[src/rtl/sr_cmd_gen_if.sv]
// Button-to-SR command bus: raw bouncing buttons in, registered command pulses and counters out.
// S, R and conflict are single-cycle pulses with no handshake: the consumer samples them every cycle.
interface sr_cmd_gen_if #(
    parameter int CNT_W = 8
);
    logic             btn_set;
    logic             btn_rst;
    logic             S;
    logic             R;
    logic             conflict;
    logic [CNT_W-1:0] set_cnt;
    logic [CNT_W-1:0] rst_cnt;

    modport master (
        output btn_set, btn_rst,
        input  S, R, conflict, set_cnt, rst_cnt
    );

    modport slave (
        input  btn_set, btn_rst,
        output S, R, conflict, set_cnt, rst_cnt
    );
endinterface

[src/rtl/sr_cmd_gen.sv]
// Synchronizes and debounces two buttons, turning each debounced press into a one-cycle
// S or R pulse for a downstream SR flip-flop; simultaneous presses raise conflict instead.
module sr_cmd_gen #(
    parameter int DEB_CYCLES = 4,
    parameter int CNT_W      = 8
) (
    input  logic             clk,
    input  logic             reset,
    sr_cmd_gen_if.slave      bus
);
    localparam logic [7:0] DEB_MAX = 8'(DEB_CYCLES - 1);

    // Channel index 0 is the set button, index 1 the reset button.
    logic [1:0]       btn_raw;
    logic [1:0]       s1_q;
    logic [1:0]       s2_q;
    logic [1:0]       stable_q;
    logic [1:0]       stable_d;
    logic [1:0]       prev_q;
    logic [7:0]       dcnt_q [2];
    logic [7:0]       dcnt_d [2];
    logic [1:0]       press;
    logic             s_q;
    logic             s_d;
    logic             r_q;
    logic             r_d;
    logic             conf_q;
    logic             conf_d;
    logic [CNT_W-1:0] set_cnt_q;
    logic [CNT_W-1:0] set_cnt_d;
    logic [CNT_W-1:0] rst_cnt_q;
    logic [CNT_W-1:0] rst_cnt_d;

    assign btn_raw = {bus.btn_rst, bus.btn_set};

    always_comb begin
        stable_d  = stable_q;
        dcnt_d[0] = '0;
        dcnt_d[1] = '0;
        for (int i = 0; i < 2; i++) begin
            if (s2_q[i] != stable_q[i]) begin
                if (dcnt_q[i] == DEB_MAX) begin
                    stable_d[i] = s2_q[i];
                end else begin
                    dcnt_d[i] = dcnt_q[i] + 8'd1;
                end
            end
        end
    end

    // A press is seen one edge after stable rises; releases never produce output.
    always_comb begin
        press     = stable_q & ~prev_q;
        s_d       = press[0] & ~press[1];
        r_d       = press[1] & ~press[0];
        conf_d    = press[0] & press[1];
        set_cnt_d = set_cnt_q + CNT_W'(s_d);
        rst_cnt_d = rst_cnt_q + CNT_W'(r_d);
    end

    always_ff @(posedge clk or posedge reset) begin
        if (reset) begin
            s1_q      <= '0;
            s2_q      <= '0;
            stable_q  <= '0;
            prev_q    <= '0;
            dcnt_q[0] <= '0;
            dcnt_q[1] <= '0;
            s_q       <= 1'b0;
            r_q       <= 1'b0;
            conf_q    <= 1'b0;
            set_cnt_q <= '0;
            rst_cnt_q <= '0;
        end else begin
            s1_q      <= btn_raw;
            s2_q      <= s1_q;
            stable_q  <= stable_d;
            prev_q    <= stable_q;
            dcnt_q[0] <= dcnt_d[0];
            dcnt_q[1] <= dcnt_d[1];
            s_q       <= s_d;
            r_q       <= r_d;
            conf_q    <= conf_d;
            set_cnt_q <= set_cnt_d;
            rst_cnt_q <= rst_cnt_d;
        end
    end

    assign bus.S        = s_q;
    assign bus.R        = r_q;
    assign bus.conflict = conf_q;
    assign bus.set_cnt  = set_cnt_q;
    assign bus.rst_cnt  = rst_cnt_q;
endmodule
[src/flat_wrapper.sv]
// flat-port wrapper written by rule: the top's interface ports become plain ports
module sr_cmd_gen_flat 
#(
    parameter int DEB_CYCLES = 4,
    parameter int CNT_W      = 8
)
  (clk, reset, bus_btn_set, bus_btn_rst, bus_S, bus_R, bus_conflict, bus_set_cnt, bus_rst_cnt);
  sr_cmd_gen_if #(.CNT_W(CNT_W)) bus_i ();
  input  logic clk;
  input  logic reset;
  input wire logic [$bits(bus_i.btn_set)-1:0] bus_btn_set;
  input wire logic [$bits(bus_i.btn_rst)-1:0] bus_btn_rst;
  output wire logic [$bits(bus_i.S)-1:0] bus_S;
  output wire logic [$bits(bus_i.R)-1:0] bus_R;
  output wire logic [$bits(bus_i.conflict)-1:0] bus_conflict;
  output wire logic [$bits(bus_i.set_cnt)-1:0] bus_set_cnt;
  output wire logic [$bits(bus_i.rst_cnt)-1:0] bus_rst_cnt;
  assign bus_i.btn_set = bus_btn_set;
  assign bus_i.btn_rst = bus_btn_rst;
  assign bus_S = bus_i.S;
  assign bus_R = bus_i.R;
  assign bus_conflict = bus_i.conflict;
  assign bus_set_cnt = bus_i.set_cnt;
  assign bus_rst_cnt = bus_i.rst_cnt;
  sr_cmd_gen #(.DEB_CYCLES(DEB_CYCLES), .CNT_W(CNT_W)) u_core (.clk(clk), .reset(reset), .bus(bus_i));
endmodule
[config.mk]
export PLATFORM = sky130hd
export DESIGN_NAME = sr_cmd_gen_flat
export DESIGN_NICKNAME = d
export VERILOG_FILES = /design/src/rtl/sr_cmd_gen_if.sv /design/src/rtl/sr_cmd_gen.sv /design/src/flat_wrapper.sv
export SDC_FILE = /design/constraint.sdc
export NUM_CORES = 1
export LEC_CHECK = 0
export CORE_MARGIN = 2
export CORE_UTILIZATION = 35
export CTS_CLUSTER_DIAMETER = 100
export DETAILED_ROUTE_END_ITERATION = 8
export HOLD_SLACK_MARGIN = 0.02
export PLACE_DENSITY_LB_ADDON = 0.15
export SYNTH_ARGS = -nofsm -noshare
export SYNTH_HDL_FRONTEND = slang
export SYNTH_SLANG_ARGS = --single-unit
[constraint.sdc]
create_clock -name clk -period 1.51 [get_ports clk]
set_input_delay 0.2265 -clock clk [delete_from_list [all_inputs] [get_ports clk]]
set_output_delay 0.2265 -clock clk [all_outputs]
set_load 0.02 [all_outputs]
Yosys cells after proc, flatten, opt, wreduce, memory -nomap -nowiden
Cells that the tools add are included.

storage, ports and cells
  flip-flop bits (word level) = 43
  input bits = 4
  output and inout bits = 19
  word-level logic and storage cells = 33

cells by class
  add/subtract/negate cells = 4
  eq/ne operators = 4
  mux-type cells = 4
  bitwise logic cells = 7
  reductions and logical operators = 2

operators with widths
  kind                                                                    count
  8-bit 2-to-1 mux                                                        4
  8-bit by 1-bit adder with 8-bit output                                  2
  8-bit by 1-bit adder with 8-bit output (second input constant)          2
  8-bit by 2-bit equality test with 1-bit output (second input constant)  2
  2-bit AND reduction                                                     2
  1-bit bitwise AND                                                       3
  2-bit bitwise AND                                                       1
  1-bit inequality test                                                   2
  1-bit inverter                                                          2
  2-bit inverter                                                          1

Depth between registers and ports, before layout
  depth in word-level cells = 5
  depth in mapped cells = 7
  gate-level depth less buffers = 7

Least setup slack after synthesis
Ideal clock, no wire load.

  path type = flip-flop to flip-flop
  from = register u_core.stable_q[1]
  to = register u_core.set_cnt_q[6], in the netlist u_core.bus.set_cnt[6]
  library setup time = 129 ps
  data arrival time = 1401 ps
  required time = 1381 ps
  slack = -21 ps
  stages on the path, launching flop included = 8
  path buffers = 0
  clock period less this slack = 1531 ps
  cell sequence = dfrtp_1 > nand2b_1 > nor2b_1 > ha_1 > ha_1 > and3_1 > nand3_1 > xnor2_1

on the way
  longest elaborated chain between the ends = 4

ends and longest elaborated chain
  item                                    line              RTL
  from (decl)                             sr_cmd_gen.sv:17  logic [1:0] stable_q;
  from (signal assigned)                  sr_cmd_gen.sv:77  stable_q <= stable_d;
  2-bit bitwise AND                       sr_cmd_gen.sv:53  press = stable_q & ~prev_q;
  1-bit inverter                          sr_cmd_gen.sv:54  s_d = press[0] & ~press[1];
  1-bit bitwise AND                       sr_cmd_gen.sv:54
  net u_core.s_d                          sr_cmd_gen.sv:24  logic s_d;
  8-bit by 1-bit adder with 8-bit output  sr_cmd_gen.sv:57  set_cnt_d = set_cnt_q + CNT_W'(s_d);
  net u_core.set_cnt_d[6]                 sr_cmd_gen.sv:30  logic [CNT_W-1:0] set_cnt_d;
  to (signal assigned)                    sr_cmd_gen.sv:84  set_cnt_q <= set_cnt_d;
  to (decl)                               sr_cmd_gen.sv:29  logic [CNT_W-1:0] set_cnt_q;

The timed path passes the listed nets, and every way through them passes these cells.
A chain may end at the register's enable or synchronous reset.

Worst setup path in the final report
Ends and elaborated chain as after synthesis.

==> flow_metrics.tcl <==
set metrics [dict create \
    synth-xor-area-share_pct 9.95 \
    worstSetupEndpointType "flip-flop" \
    p_int_w 0.00247 \
    r2r-end "u_core.bus.set_cnt[6]$_DFF_PP0_" \
    synth-simple-area-share_pct 16.4 \
    die_w_microns 74.9 \
    slew_headroom_pct 82.5 \
    globalplace.congestion 0.724 \
    crit_required_ns 1.69 \
    synth_compound_area_share_pct 4.48 \
    diodes 0 \
    port_buffers 22 \
    finalSetupViolCount 0 \
    fmax_mhz 686 \
    cts-htree-levels 2 \
    drcViolationCount 0 \
    layout_common_cells "dfrtp_1 (41), dlygate4sd2_1 (13), xnor2_1 (12)" \
    routed_wl_mm 2.93 \
    clock_path_buffers 2 \
    reg2reg_depth 7 \
    clock-sinks 43 \
    worstPathCellList "nand2b_4, nor2b_4, ha_4, ha_4, and3_4, nand3_2, xnor2_1" \
    cts_hold_buf 0 \
    hp-class "in -> async" \
    dpl_cell_area_sq_um 2140 \
    cts_tree "yes" \
    hold_violations 0 \
    die_h_microns 74.9 \
    yosysTopAreaCellShare_pct 61.1 \
    post-dp-hpwl_mm 2.02 \
    syn2layout_area_growth_pct 32.9 \
    final_common_cell "dfrtp_1" \
    ys_ff_latch 43 \
    r2r_setup_slack_ns 0.05 \
    worst-path-buf-inv 0 \
    switching_share_pct 33.8 \
    num-nets-final 194 \
    grt_max_degree 44 \
    synthesis.area_sq_um 1760 \
    root_buffer "clkbuf_8" \
    drive_gt1_share_pct 19.7 \
    pwr-share-clk_pct 21.2 \
    p_switching_w 0.00126 \
    syn_area_per_cell_sq_um 12.2 \
    numCtsBuffers 5 \
    grt_first_pass_wirelength_mm 5.33 \
    via_per_inst 4.63 \
    core_area_sq_um 4790 \
    report.final.slew_viol_count 0 \
    synth_area_leaders "dfrtp_1 (61%), xnor2_1 (6.0%), ha_1 (5.7%)" \
    clock_skew_ns 0.00531 \
    cp_common_cell "ha_4" \
    drtAntennaViolNets 0 \
    irDropWorstVdd_mv 0.592 \
    crit_fanout 3 \
    drtPass1Iterations 4 \
    synth_top_area_cell "dfrtp_1" \
    synth-async-reset-ratio_pct 100 \
    critPathTopFamily "simple AND/OR/NAND/NOR gates" \
    syn-num-nets 156 \
    fin_cells 250 \
    critPathSlowestCell "dfrtp_1" \
    syn_inst 144 \
    cp-endpoint "u_core.bus.set_cnt[6]$_DFF_PP0_" \
    seq_power_share_pct 45.9 \
    crit_path_max_incr_delay_ns 0.41 \
    drt_iter0_drc 55 \
    worstReg2RegStart "u_core.stable_q[1]$_DFFE_PP0P_" \
    antenna_found_initial 0 \
    wl_per_cell_microns 11.7 \
    tns_ns 0 \
    grt_pass1_vias 1225 \
    path_clk_slew_ns 0.08 \
    worstSkewPairLatency_ns 0.29 \
    period_needed_ns 1.46 \
    synthMuxAreaShare_pct 1.28 \
    crit_type "reg -> reg" \
    status "completed" \
    utilization_pct 48.9 \
    maxCapViolCount 0 \
    grt-ovfl-total 0 \
    start_kind "flip-flop" \
    die-area_sq_um 5610 \
    pin_count 23 \
    arrival_ns 1.64 \
    dp.cells 238 \
    tightest_slew_ns 0.261 \
    synth_top_family_by_area "simple AND/OR/NAND/NOR gates" \
    row_count 25 \
    rsz0062_at_grt "true" \
    synthAdderAreaFrac_pct 5.69 \
    cp.depth 7 \
    initial_core_util_pct 36.8 \
    stdcell_area_sq_um 2340 \
    yosysSeqAreaShare_pct 61.1 \
    static-leakage-power_nw 1.11 \
    synth_edf_count 0 \
    finalCritPeriodShare_pct 96.5 \
    ys_warn_count 0 \
    vias 1158 \
    yosys_most_used_dff "dfrtp_1" \
    cellPowerDensity_nw_per_um2 1590 \
    grtUsageTotal_pct 12.8 \
    cp-startpoint "u_core.stable_q[1]$_DFFE_PP0P_" \
    yosysUniqueCellTypes 22 \
    combPwrFrac_pct 32.9 \
    hold_slack_ns 0.300 \
]
-- layout make-up --
class	count	area, sq um
fill	458	2450
sequential	43	1080
multi-input combinational	96	763
timing repair buffer	31	295
clock buffer	8	100
tap	67	83.8
inverter	5	18.8
-- state kept, by name, indices dropped and copies added (netlist names) --
register	count
u_core.bus.R	1
u_core.bus.S	1
u_core.bus.conflict	1
u_core.bus.rst_cnt	8
u_core.bus.set_cnt	8
u_core.dcnt_q	16
u_core.prev_q	2
u_core.s1_q	2
u_core.s2_q	2
u_core.stable_q	2
-- synthesized netlist by cell type, drive strengths merged (4+ instances only) --
cell type  count
dfrtp         43
nand3         12
nor2          12
xnor2         12
ha             8
xor2           8
nand2          7
a21oi          6
o21ai          6
or3            6
inv            5
nand4          4
-- stage by stage --
stage	setup slack, ns	total power (W)
6_report	0.0522	0.00372
5_1_grt	-0.0459	0.00402
4_1_cts	-0.0562	0.00365
3_5_place_dp	-0.108	0.00283
3_3_place_gp	0.00646	0.00279
2_1_floorplan	0.0162	0.00231
-- how the worst min path moves through the flow --
stage / from / endpoint / slack, ns / depth (start not counted)
6_report: reset / u_core.dcnt_q[4]$_DFF_PP0_ / 0.30 / 3
5_1_grt: reset / u_core.bus.set_cnt[7]$_DFF_PP0_ / 0.33 / 3
4_1_cts: reset / u_core.dcnt_q[2]$_DFF_PP0_ / 0.30 / 3
3_5_place_dp: u_core.s1_q[1]$_DFF_PP0_ / u_core.s2_q[1]$_DFF_PP0_ / 0.34 / 0
3_3_place_gp: u_core.s1_q[0]$_DFF_PP0_ / u_core.s2_q[0]$_DFF_PP0_ / 0.33 / 0
2_1_floorplan: bus_btn_set / u_core.s1_q[0]$_DFF_PP0_ / 0.26 / 0
-- power groups by stage --
stage / logic, W / registers, W / clock network, W
CTS: 0.00114 / 0.00169 / 0.000825
global route: 0.00139 / 0.00176 / 0.000874
floorplan: 0.000457 / 0.00185 / 0
finish: 0.00122 / 0.00171 / 0.000790
global placement: 0.00110 / 0.00169 / 0
detailed placement: 0.00113 / 0.00170 / 0
-- worst min-delay path, stage by stage --
cell	delay (ns)
clkdlybuf4s50_1	0.40
inv_1	0.09
buf_12	0.24
-- layer usage --
metal	part of all wire [%]	track usage, %
met3	5.6	3.48
met4	2.0	7.34
met5	0	0
met1	44	15.0
met2	48	21.2
-- kinds of logic after synthesis --
logic type / count (synthesis)
AO/OA/AOI/OAI: 14
XOR/XNOR: 20
adder cells (fa/ha/maj): 8
buffers and inverters: 5
flip-flops: 43
multiplexers: 2
AND/OR/NAND/NOR: 52
-- what timing repair did --
item	in CTS	in global routing
resized for setup	18	14
setup endpoints to repair	17	11
pin swaps	3	5
buffers inserted	1	3
(Power assumes the default switching activity.)
